### src/rtl/bsg_manycore_drlp_sync_collector.sv
`default_nettype none
// ============================================================================
//  Module   : bsg_manycore_drlp_sync_collector
//  Purpose  : Collects the per-slave pe_ready / slave_done handshakes of the
//             DRLP slave tiles into single all_pe_ready / all_slave_done
//             pulses for the DRLP master tile. Each phase captures the
//             handshakes sticky-wise, honours a per-phase slave enable mask,
//             and a watchdog reports which slaves never answered.
//  Ports    : clk_i             core clock
//             reset_i           synchronous active-high reset
//             start_i           pulse: a new phase begins (samples slave_mask_i)
//             slave_mask_i      1 = slave participates in the phase
//             pe_ready_i        per-slave ready (level or pulse)
//             slave_done_i      per-slave done (level or pulse)
//             all_pe_ready_o    1-cycle pulse: every masked slave was ready
//             all_slave_done_o  1-cycle pulse: every masked slave was done
//             busy_o            high while waiting for ready or done
//             timeout_o         sticky: watchdog expired in current/last phase
//             timeout_slave_o   masked slaves that had not answered at expiry
//  Revision : 1.0  initial release
// ============================================================================
module bsg_manycore_drlp_sync_collector #(
    parameter int num_slaves_p    = 4,
    parameter int timeout_width_p = 16
) (
    input  logic                       clk_i,
    input  logic                       reset_i,
    input  logic                       start_i,
    input  logic [num_slaves_p-1:0]    slave_mask_i,
    input  logic [num_slaves_p-1:0]    pe_ready_i,
    input  logic [num_slaves_p-1:0]    slave_done_i,
    output logic                       all_pe_ready_o,
    output logic                       all_slave_done_o,
    output logic                       busy_o,
    output logic                       timeout_o,
    output logic [num_slaves_p-1:0]    timeout_slave_o
);

    typedef enum logic [1:0] {
        IDLE       = 2'd0,
        WAIT_READY = 2'd1,
        WAIT_DONE  = 2'd2
    } state_e;

    localparam logic [timeout_width_p-1:0] wd_one = timeout_width_p'(1);

    state_e                      state, state_n;
    logic [num_slaves_p-1:0]     mask_r, mask_n;
    logic [num_slaves_p-1:0]     ready_r, ready_n;
    logic [num_slaves_p-1:0]     done_r, done_n;
    logic [timeout_width_p-1:0]  wd_cnt, wd_n;
    logic                        pe_pulse_n;
    logic                        done_pulse_n;
    logic                        timeout_n;
    logic [num_slaves_p-1:0]     timeout_slave_n;

    // Sticky sets including this cycle's answers; completion is judged on
    // these so a completing input is reflected one cycle later.
    logic [num_slaves_p-1:0]     ready_merge;
    logic [num_slaves_p-1:0]     done_merge;
    logic                        wd_expired;
    logic [timeout_width_p-1:0]  wd_inc;

    assign ready_merge = ready_r | (pe_ready_i & mask_r);
    assign done_merge  = done_r  | (slave_done_i & mask_r);
    assign wd_expired  = &wd_cnt;
    // Saturating increment: the counter never wraps back to zero.
    assign wd_inc      = wd_expired ? wd_cnt : (wd_cnt + wd_one);

    assign busy_o = (state == WAIT_READY) || (state == WAIT_DONE);

    always_comb begin
        state_n         = state;
        mask_n          = mask_r;
        ready_n         = ready_r;
        done_n          = done_r;
        wd_n            = wd_cnt;
        pe_pulse_n      = 1'b0;
        done_pulse_n    = 1'b0;
        timeout_n       = timeout_o;
        timeout_slave_n = timeout_slave_o;

        if (start_i) begin
            // A start wins in every state; handshakes in this cycle belong
            // to no phase and are dropped.
            mask_n          = slave_mask_i;
            ready_n         = '0;
            done_n          = '0;
            wd_n            = '0;
            timeout_n       = 1'b0;
            timeout_slave_n = '0;
            state_n         = WAIT_READY;
        end else begin
            case (state)
                WAIT_READY: begin
                    ready_n = ready_merge;
                    // Done is collected early so a fast slave is not lost.
                    done_n  = done_merge;
                    if (ready_merge == mask_r) begin
                        pe_pulse_n = 1'b1;
                        wd_n       = '0;
                        state_n    = WAIT_DONE;
                    end else if (wd_expired) begin
                        timeout_n       = 1'b1;
                        timeout_slave_n = mask_r & ~ready_r;
                        wd_n            = '0;
                        state_n         = IDLE;
                    end else begin
                        wd_n = wd_inc;
                    end
                end
                WAIT_DONE: begin
                    done_n = done_merge;
                    if (done_merge == mask_r) begin
                        done_pulse_n = 1'b1;
                        wd_n         = '0;
                        state_n      = IDLE;
                    end else if (wd_expired) begin
                        timeout_n       = 1'b1;
                        timeout_slave_n = mask_r & ~done_r;
                        wd_n            = '0;
                        state_n         = IDLE;
                    end else begin
                        wd_n = wd_inc;
                    end
                end
                default: begin
                    // IDLE: handshakes are ignored.
                end
            endcase
        end
    end

    always_ff @(posedge clk_i) begin
        if (reset_i) begin
            state            <= IDLE;
            mask_r           <= '0;
            ready_r          <= '0;
            done_r           <= '0;
            wd_cnt           <= '0;
            all_pe_ready_o   <= 1'b0;
            all_slave_done_o <= 1'b0;
            timeout_o        <= 1'b0;
            timeout_slave_o  <= '0;
        end else begin
            state            <= state_n;
            mask_r           <= mask_n;
            ready_r          <= ready_n;
            done_r           <= done_n;
            wd_cnt           <= wd_n;
            all_pe_ready_o   <= pe_pulse_n;
            all_slave_done_o <= done_pulse_n;
            timeout_o        <= timeout_n;
            timeout_slave_o  <= timeout_slave_n;
        end
    end

endmodule
`default_nettype wire
### config.mk
export PLATFORM = sky130hd
export DESIGN_NAME = bsg_manycore_drlp_sync_collector
export DESIGN_NICKNAME = d
export VERILOG_FILES = /design/src/rtl/bsg_manycore_drlp_sync_collector.sv
export SDC_FILE = /design/constraint.sdc
export NUM_CORES = 1
export LEC_CHECK = 0
export BUFFER_PORTS_ARGS = -buffer_cell sky130_fd_sc_hd__clkbuf_2
export CAP_MARGIN = 10
export CORE_MARGIN = 4
export CORE_UTILIZATION = 60
export CTS_CLUSTER_SIZE = 28
export DETAILED_ROUTE_END_ITERATION = 8
export PLACE_DENSITY_LB_ADDON = 0.2
export SYNTH_ARGS = -nofsm -noshare
export SYNTH_HDL_FRONTEND = slang
export SYNTH_SLANG_ARGS = --single-unit
### constraint.sdc
create_clock -name clk_i -period 3.75 [get_ports clk_i]
set_input_delay 0.5625 -clock clk_i [delete_from_list [all_inputs] [get_ports clk_i]]
set_output_delay 0.5625 -clock clk_i [all_outputs]
set_load 0.05 [all_outputs]
==> flow_metrics.env, run 1 <==
export IMPL_status="completed"
export IMPL_hp_start="slave_mask_i[1]"
export IMPL_r2r_end="wd_cnt[11]"
export IMPL_synth_async_reset_ratio_pct=0
export IMPL_cts_setup_buffers=0
export IMPL_switching_share_pct=27.3
export IMPL_tns_ns=0
export IMPL_endpoint_kind="primary output"
export IMPL_hold_end="mask_r[1]"
export IMPL_hold_viol=0
export IMPL_clk_latency_ns=0.33
export IMPL_cts_buffer_depth=2
export IMPL_dieArea_um2=3830
export IMPL_ys_seq_area_share_pct=42.5
export IMPL_r2r_worst_path_cells=6
export IMPL_worstSetupPathType="flip-flop to primary output"
export IMPL_cts_tree="yes"
export IMPL_finalClockSkew_ns=0.00810
export IMPL_grt_pass1_wl_um=6010
export IMPL_syn_num_nets=214
export IMPL_hpwlAfterDp_um=2690
export IMPL_cts_root_buf="clkbuf_4"
export IMPL_floorplan_rows=19
export IMPL_start_util_pct=63.2
export IMPL_cts_resized_gates=0
export IMPL_wl_per_cell_um=14.6
export IMPL_die_w_um=61.9
export IMPL_yosys_area_top_type="dfxtp_1"
export IMPL_multi_input_area_um2=926
export IMPL_finalCritPeriodShare_pct=68.9
export IMPL_htreeDepth=2
export IMPL_whs_ns=0.470
export IMPL_cts_sinks=37
export IMPL_ys_ff_latch=37
export IMPL_layout_nets=234
export IMPL_cp_required_ns=3.19
export IMPL_p_leak_nw=0.676
export IMPL_vias=1461
export IMPL_layout_cells_non_filler=247
export IMPL_ant_nets=0
export IMPL_critPathArrivalTime_ns=2.02
export IMPL_fmax_mhz=387
export IMPL_yosys_warnings=0
export IMPL_synth_compound_area_share_pct=10.7
export IMPL_p_switching_mw=0.196
export IMPL_r2r_start="state[0]"
export IMPL_core_um2=2760
export IMPL_tightest_slew_ns=0.803
export IMPL_fin_crit_ns=2.58
export IMPL_synth_ff_type="dfxtp_1"
export IMPL_path_clk_slew_ns=0.09
export IMPL_p_clk_share_pct=29.3
export IMPL_hold_class="input port to flip-flop"
export IMPL_cp_max_fo=12
export IMPL_rsz0062_at_grt="false"
export IMPL_gp_congestion=0.913
export IMPL_syn_cell_area_um2=1740
export IMPL_muxShareOfSynthArea_pct=7.53
export IMPL_max_vdd_ir_drop_mv=0.277
export IMPL_cts_buffers=5
export IMPL_yosys_area_top_type_share_pct=42.5
export IMPL_diodes=0
export IMPL_fill_cells=233
export IMPL_synth_simple_area_share_pct=26.2
export IMPL_vias_per_cell=5.91
export IMPL_ys_top_cells_by_count="dfxtp_1 (37), nor2_1 (23), nand3_1 (17)"
export IMPL_ys_top_cells_by_area="dfxtp_1 (42%), mux2i_1 (6.9%), xor2_1 (5.0%), nor2_1 (4.9%), nand3_1 (4.9%)"
export IMPL_grt_usage_pct=21.5
export IMPL_syn_avg_cell_area_um2=8.90
export IMPL_max_slew_margin_rel_pct=46.3
export IMPL_grt_max_degree=27
export IMPL_drive_gt1_share_pct=15.7
export IMPL_drt_pass1_iter_count=8
export IMPL_synth_edf_count=0
export IMPL_pin_count=23
export IMPL_globalRoute_totalOverflow=0
export IMPL_fp_dieH_um=61.9
export IMPL_seqCellArea_um2=741
export IMPL_cap_violations=0
export IMPL_synthAdderAreaFrac_pct=2.15
export IMPL_p_comb_share_pct=13.8
export IMPL_ys_types=40
export IMPL_synthXorXnorAreaFrac_pct=6.53
export IMPL_dr_first_iter_drc_count=94
export IMPL_wirelength_um=3600
export IMPL_drc=0
export IMPL_synthCells=196
export IMPL_power_density_nw_per_um2=378
export IMPL_whs_path_depth=3
export IMPL_portBuffers=22
export IMPL_hold_buffers=0
export IMPL_grt_pass1_vias=1339
export IMPL_antenna_found_initial=0
export IMPL_finalSetupViolCount=0
export IMPL_synthMostInstantiatedCell="dfxtp_1"
export IMPL_seqPwrFrac_pct=56.9
export IMPL_p_int_mw=0.520
export IMPL_final_max_slew_viol_count=0
export IMPL_reg2reg_slack_ns=1.43
export IMPL_start_kind="flip-flop"
export IMPL_area_delta_synth_final_pct=8.75
export IMPL_synth_top_family_by_area="simple AND/OR/NAND/NOR gates"
export IMPL_numPlacedInstances=240
[worst max-delay path: stages (launching register included)]
cell and delay, ns:
dfxtp_1 0.37, inv_1 0.05, ha_1 0.54, clkinv_1 0.39, clkbuf_2 0.34
[registers in the layout, summed over array words and instances (netlist names), 2 cells and up]
register         cells
mask_r               4
state                2
done_r               4
ready_r              4
timeout_slave_o      4
wd_cnt              16
[power groups by stage]
stage	logic [mW]	registers, mW	clock network, mW
after CTS	0.0978	0.408	0.214
after floorplan	0.0737	0.418	0
after detailed placement	0.0974	0.417	0
after global routing	0.108	0.409	0.232
after global placement	0.0955	0.416	0
final	0.0985	0.408	0.210
[logic make-up (layout without fill, tap and decap cells)]
kind of cell | count (synthesis) | after routing
AOI/OAI and AO/OA | 23 | 23
xor gates and xnor gates | 13 | 13
adders and majority gates | 3 | 3
buffers and inverters | 16 | 36
DFF | 37 | 37
muxes | 13 | 13
and+or+nand+nor | 91 | 91
[cell usage in the layout, fill, tap and decap left out, drive strengths merged, types with 2 or more instances in the layout]
cell type and instances:
nand2 12, o21ai 3, o32ai 2, a31oi 9
nor2 23, inv 6, o32a 2, xnor2 3
mux2i 12, nand4 6, ha 3, dfxtp 37
nor2b 2, nand2b 4, nand3 17, xor2 10
nor3 18, clkbuf 29
[metal layers]
layer / routed length (um) / global-route usage (%) / part of all wire, %
met5: 0 / 0 / 0
met4: 39 / 7.58 / 1.1
met3: 179 / 6.20 / 5.0
met2: 1870 / 36.3 / 52
met1: 1510 / 25.9 / 42
[cell type report]
cell class              count  share of cell area [%]
clock buffers               7                    2.90
multi-input cells         143                    48.8
flip-flops and latches     37                    39.1
inverters                   7                    1.39
repair buffers             22                    5.80
well taps                  31                    2.04
[per-stage QoR]
stage          setup slack (ns)  cell area, um2  utilization (%)  power (mW)
3_3_place_gp               1.54            1840             66.8       0.512
4_1_cts                    1.17            1900             68.8       0.719
6_report                   1.17            1900             68.8       0.716
5_1_grt                    1.02            1900             68.8       0.748
3_5_place_dp               1.45            1840             66.8       0.514
2_1_floorplan              1.77            1740                -       0.492
[worst max-delay path by stage]
stage	startpoint	to	slack (ns)	cells past startpoint
after floorplan	state[0]	wd_cnt[10]	1.77	9
after global placement	state[0]	wd_cnt[8]	1.54	6
after detailed placement	state[0]	wd_cnt[11]	1.45	6
after CTS	state[0]	busy_o	1.17	4
after global routing	state[0]	busy_o	1.02	4
final	state[0]	busy_o	1.17	4
Note: power is estimated with default switching activity, not from simulation.
==> run 2: changes to the inputs <==
--- a/config.mk
+++ b/config.mk
@@ -8,7 +8,7 @@
 export BUFFER_PORTS_ARGS = -buffer_cell sky130_fd_sc_hd__clkbuf_2
 export CAP_MARGIN = 10
 export CORE_MARGIN = 4
-export CORE_UTILIZATION = 60
+export CORE_UTILIZATION = 51
 export CTS_CLUSTER_SIZE = 28
 export DETAILED_ROUTE_END_ITERATION = 8
 export PLACE_DENSITY_LB_ADDON = 0.2
==> constraint.sdc (replaced) <==
create_clock -name clk_i -period 2.15 [get_ports clk_i]
set_input_delay 0.3225 -clock clk_i [delete_from_list [all_inputs] [get_ports clk_i]]
set_output_delay 0.3225 -clock clk_i [all_outputs]
set_load 0.05 [all_outputs]
==> flow_metrics.env, run 2 (same netlist as run 1, synthesis figures left out) <==
export IMPL_final_max_slew_viol_count=0
export IMPL_largest_reg_flops=16
export IMPL_htreeDepth=2
export IMPL_cap_violations=0
export IMPL_cp_max_fo=7
export IMPL_drc=0
export IMPL_die_w_um=66.5
export IMPL_vias_per_cell=5.62
export IMPL_floorplan_rows=20
export IMPL_grt_pass1_wl_um=6550
export IMPL_area_delta_synth_final_pct=14.6
export IMPL_clk_latency_ns=0.34
export IMPL_start_kind="flip-flop"
export IMPL_max_vdd_ir_drop_mv=0.399
export IMPL_gp_congestion=0.893
export IMPL_hold_class="input port to flip-flop"
export IMPL_fin_crit_ns=2.00
export IMPL_cts_buffers=5
export IMPL_fp_dieH_um=66.5
export IMPL_hpwlAfterDp_um=2910
export IMPL_antenna_found_initial=0
export IMPL_final_cell_mix="dfxtp_1 (37), nor2_1 (23), clkbuf_2 (22), nand3_1 (17), nor3_1 (16)"
export IMPL_pin_count=23
export IMPL_cts_sinks=37
export IMPL_finalSetupViolCount=0
export IMPL_whs_ns=0.220
export IMPL_wl_per_cell_um=14.6
export IMPL_worstSetupPathType="flip-flop to flip-flop"
export IMPL_portBuffers=22
export IMPL_start_util_pct=55.3
export IMPL_finalCritPeriodShare_pct=93.0
export IMPL_fmax_mhz=500
export IMPL_layout_nets=244
export IMPL_finalClockSkew_ns=0.00684
export IMPL_worst_path_largest_cell_delay_ns=0.57
export IMPL_cts_tree="yes"
export IMPL_final_setup_worst_slack_ns=0.151
export IMPL_tightest_slew_ns=0.475
export IMPL_cts_buffer_depth=2
export IMPL_ant_nets=0
export IMPL_hold_buffers=0
export IMPL_path_cells="inv_1 -> a222oi_1 -> or4b_1 -> buf_4 -> a41oi_1 -> nor2_1"
export IMPL_max_slew_margin_rel_pct=68.1
export IMPL_grt_max_degree=15
export IMPL_vias=1524
export IMPL_cp_slowest_cell="or4b_1"
export IMPL_hold_viol=0
export IMPL_cts_root_buf="clkbuf_4"
export IMPL_core_um2=3150
export IMPL_layout_commonest_cell="dfxtp_1"
export IMPL_status="completed"
export IMPL_dr_first_iter_drc_count=169
export IMPL_drive_gt1_share_pct=19.8
export IMPL_wirelength_um=3950
export IMPL_globalRoute_totalOverflow=0
export IMPL_power_density_nw_per_um2=633
export IMPL_largest_register="wd_cnt"
export IMPL_cp_required_ns=2.39
export IMPL_preCtsSetupSlack_ns=0.0870
export IMPL_critPathArrivalTime_ns=2.23
export IMPL_grt_usage_pct=19.6
export IMPL_grt_pass1_vias=1524
export IMPL_path_clk_slew_ns=0.10
export IMPL_endpoint_kind="flip-flop"
export IMPL_dieArea_um2=4420
export IMPL_diodes=0
export IMPL_p_leak_nw=0.726
export IMPL_drt_pass1_iter_count=4
-- run 2: stage by stage --
stage	TNS, ns	instance area, um2	util (%)	cells	power (mW)
after global routing	-0.0105	2000	63.4	271	1.32
after detailed placement	0	1930	61.1	262	0.916
after global placement	0	1930	61.1	262	0.912
final	0	2000	63.4	271	1.26
after floorplan	0	1740	-	196	0.858
after CTS	0	1980	62.7	270	1.26
-- run 2: path summary, 6_finish.rpt --
path	from	to	slack, ns	depth (start not counted)
max reg2reg	mask_r[3]	timeout_o	0.15	6
min	slave_mask_i[2]	mask_r[2]	0.22	3
min reg2reg	timeout_slave_o[0]	timeout_slave_o[0]	0.46	2
max	mask_r[3]	timeout_o	0.15	6
-- run 2: critical path, delay by kind of cell (launching register included) --
kind | cells | cell delay, ns
AO/OA/AOI/OAI | 2 | 0.53
buffers and inverters | 2 | 0.29
flip-flops | 1 | 0.44
AND/OR/NAND/NOR | 2 | 0.63
-- run 2: repair_timing --
action,in CTS,in global routing
setup endpoints to repair,1,14
buffers inserted,0,1
pin swaps,0,1
gates resized for setup,1,1
cloned,0,0
-- run 2: report_power, final --
group | switching, mW | internal (mW) | leakage (nW)
combinational | 0.127 | 0.0833 | 0.400
sequential | 0.0116 | 0.697 | 0.299
clock | 0.215 | 0.130 | 0.0265
total | 0.353 | 0.911 | 0.726
-- run 2: cell type report --
type                       instances  area, um2
multi-input combinational        143        928
timing repair buffer              32        198
fill                             297       1150
inverter                           7       27.5
clock buffer                       8       48.8
tap                               44       55.1
sequential                        37        741
-- run 2: routing by layer --
| metal | track usage [%] | wire [um] | vias up |
|---|---|---|---|
| met5 | 0 | 0 | - |
| met4 | 9.39 | 61 | 0 |
| met3 | 4.05 | 135 | 7 |
| met2 | 36.1 | 2140 | 32 |
| met1 | 20.9 | 1610 | 728 |
| li1 | - | - | 757 |
==> run 3: changes to the inputs <==
--- a/config.mk
+++ b/config.mk
@@ -11,7 +11,8 @@
 export CORE_UTILIZATION = 51
 export CTS_CLUSTER_SIZE = 28
 export DETAILED_ROUTE_END_ITERATION = 8
-export PLACE_DENSITY_LB_ADDON = 0.2
+export PLACE_DENSITY = 0.75
+export REMOVE_ABC_BUFFERS = 1
 export SYNTH_ARGS = -nofsm -noshare
 export SYNTH_HDL_FRONTEND = slang
 export SYNTH_SLANG_ARGS = --single-unit
==> constraint.sdc (replaced) <==
create_clock -name clk_i -period 2.15 [get_ports clk_i]
set_input_delay 0.215 -clock clk_i [delete_from_list [all_inputs] [get_ports clk_i]]
set_output_delay 0.215 -clock clk_i [all_outputs]
set_load 0.05 [all_outputs]
==> flow_metrics.env, run 3 (same netlist as run 1, synthesis figures left out) <==
export IMPL_path_clk_slew_ns=0.10
export IMPL_multi_input_area_um2=931
export IMPL_floorplan_rows=20
export IMPL_fmax_mhz=498
export IMPL_cts_root_buf="clkbuf_4"
export IMPL_core_um2=3150
export IMPL_grt_pass1_wl_um=6600
export IMPL_grt_usage_pct=19.8
export IMPL_max_slew_margin_rel_pct=66.3
export IMPL_final_cell_area_um2=2010
export IMPL_htreeDepth=2
export IMPL_final_max_slew_viol_count=0
export IMPL_wl_per_cell_um=14.4
export IMPL_seqCellArea_um2=742
export IMPL_whs_ns=0.104
export IMPL_finalCritPeriodShare_pct=93.3
export IMPL_drt_pass1_iter_count=5
export IMPL_pin_count=23
export IMPL_power_density_nw_per_um2=646
export IMPL_layout_nets=244
export IMPL_cp_max_fo=10
export IMPL_cp_required_ns=1.93
export IMPL_fin_util_pct=63.8
export IMPL_finalSetupViolCount=0
export IMPL_endpoint_kind="primary output"
export IMPL_fp_dieH_um=66.5
export IMPL_die_w_um=66.5
export IMPL_drive_gt1_share_pct=20.8
export IMPL_p_leak_nw=0.730
export IMPL_gp_congestion=0.923
export IMPL_dieArea_um2=4420
export IMPL_dr_first_iter_drc_count=110
export IMPL_vias=1532
export IMPL_area_delta_synth_final_pct=15.3
export IMPL_hpwlAfterDp_um=2900
export IMPL_tightest_slew_ns=0.506
export IMPL_fill_cells=299
export IMPL_hold_class="input port to flip-flop"
export IMPL_worstSetupPathType="flip-flop to primary output"
export IMPL_globalRoute_totalOverflow=0
export IMPL_ant_nets=0
export IMPL_critPathArrivalTime_ns=1.79
export IMPL_largest_register="wd_cnt"
export IMPL_layout_commonest_cell="dfxtp_1"
export IMPL_start_util_pct=55.3
export IMPL_preCtsSetupSlack_ns=0.0178
export IMPL_vias_per_cell=5.67
export IMPL_cts_sinks=37
export IMPL_fin_crit_ns=2.01
export IMPL_cap_violations=0
export IMPL_antenna_found_initial=0
export IMPL_largest_reg_flops=16
export IMPL_cts_buffer_depth=2
export IMPL_cts_buffers=5
export IMPL_final_setup_worst_slack_ns=0.143
export IMPL_drc=0
export IMPL_portBuffers=22
export IMPL_hold_viol=0
export IMPL_hold_buffers=0
export IMPL_final_cell_mix="dfxtp_1 (36), nor2_1 (23), clkbuf_2 (22), nand3_1 (17), nor3_1 (16)"
export IMPL_finalClockSkew_ns=0.0112
export IMPL_cts_tree="yes"
export IMPL_max_vdd_ir_drop_mv=0.423
export IMPL_diodes=0
export IMPL_status="completed"
export IMPL_wirelength_um=3880
export IMPL_clk_latency_ns=0.35
export IMPL_start_kind="flip-flop"
export IMPL_grt_max_degree=27
export IMPL_tns_ns=0
export IMPL_rsz0062_at_grt="false"
export IMPL_grt_pass1_vias=1524
export IMPL_placed_area_um2=1930
[run 3: metal layers]
| layer | vias to the layer above | GRT usage [%] | part of all wire [%] |
|---|---|---|---|
| met4 | 0 | 8.38 | 1.2 |
| met2 | 44 | 37.2 | 53 |
| met3 | 8 | 5.56 | 5.2 |
| met1 | 720 | 20.1 | 41 |
| li1 | 760 | - | - |
| met5 | - | 0 | 0 |
[run 3: worst max-delay path, cell delays in order (launching register included)]
cell and delay (ns):
dfxtp_1 0.37, inv_1 0.05, ha_1 0.45, clkinvlp_4 0.28, clkbuf_2 0.30
[run 3: what timing repair did]
| item | in CTS | in global routing |
|---|---|---|
| endpoints found under the hold margin | 0 | 0 |
| buffers inserted | 0 | 1 |
| gates resized for setup | 0 | 3 |
| endpoints found under the setup margin | 0 | 16 |
[run 3: cell type report]
cell class | count | share of cell area, %
multi-input cells | 143 | 46.3
flip-flops and latches | 37 | 36.9
repair buffers | 32 | 9.83
clock buffers | 7 | 2.74
well taps | 44 | 2.74
inverters | 7 | 1.49
[run 3: path summary, 6_finish.rpt]
kind,startpoint,to,slack [ns],cells past startpoint
setup / recovery,state[0],busy_o,0.14,4
hold / removal,slave_mask_i[1],mask_r[1],0.10,3
setup reg to reg,state[1],timeout_o,0.22,6
hold reg to reg,timeout_slave_o[0],timeout_slave_o[0],0.47,2
[run 3: per-stage QoR]
step / cells / power, mW
finish: 270 / 1.30
global route: 270 / 1.36
CTS: 269 / 1.29
detailed placement: 262 / 0.918
global placement: 262 / 0.914
floorplan: 187 / 0.844
[run 3: power by group]
part	switching [mW]	internal (mW)
combinational	0.127	0.0841
clock	0.224	0.154
sequential	0.0115	0.697
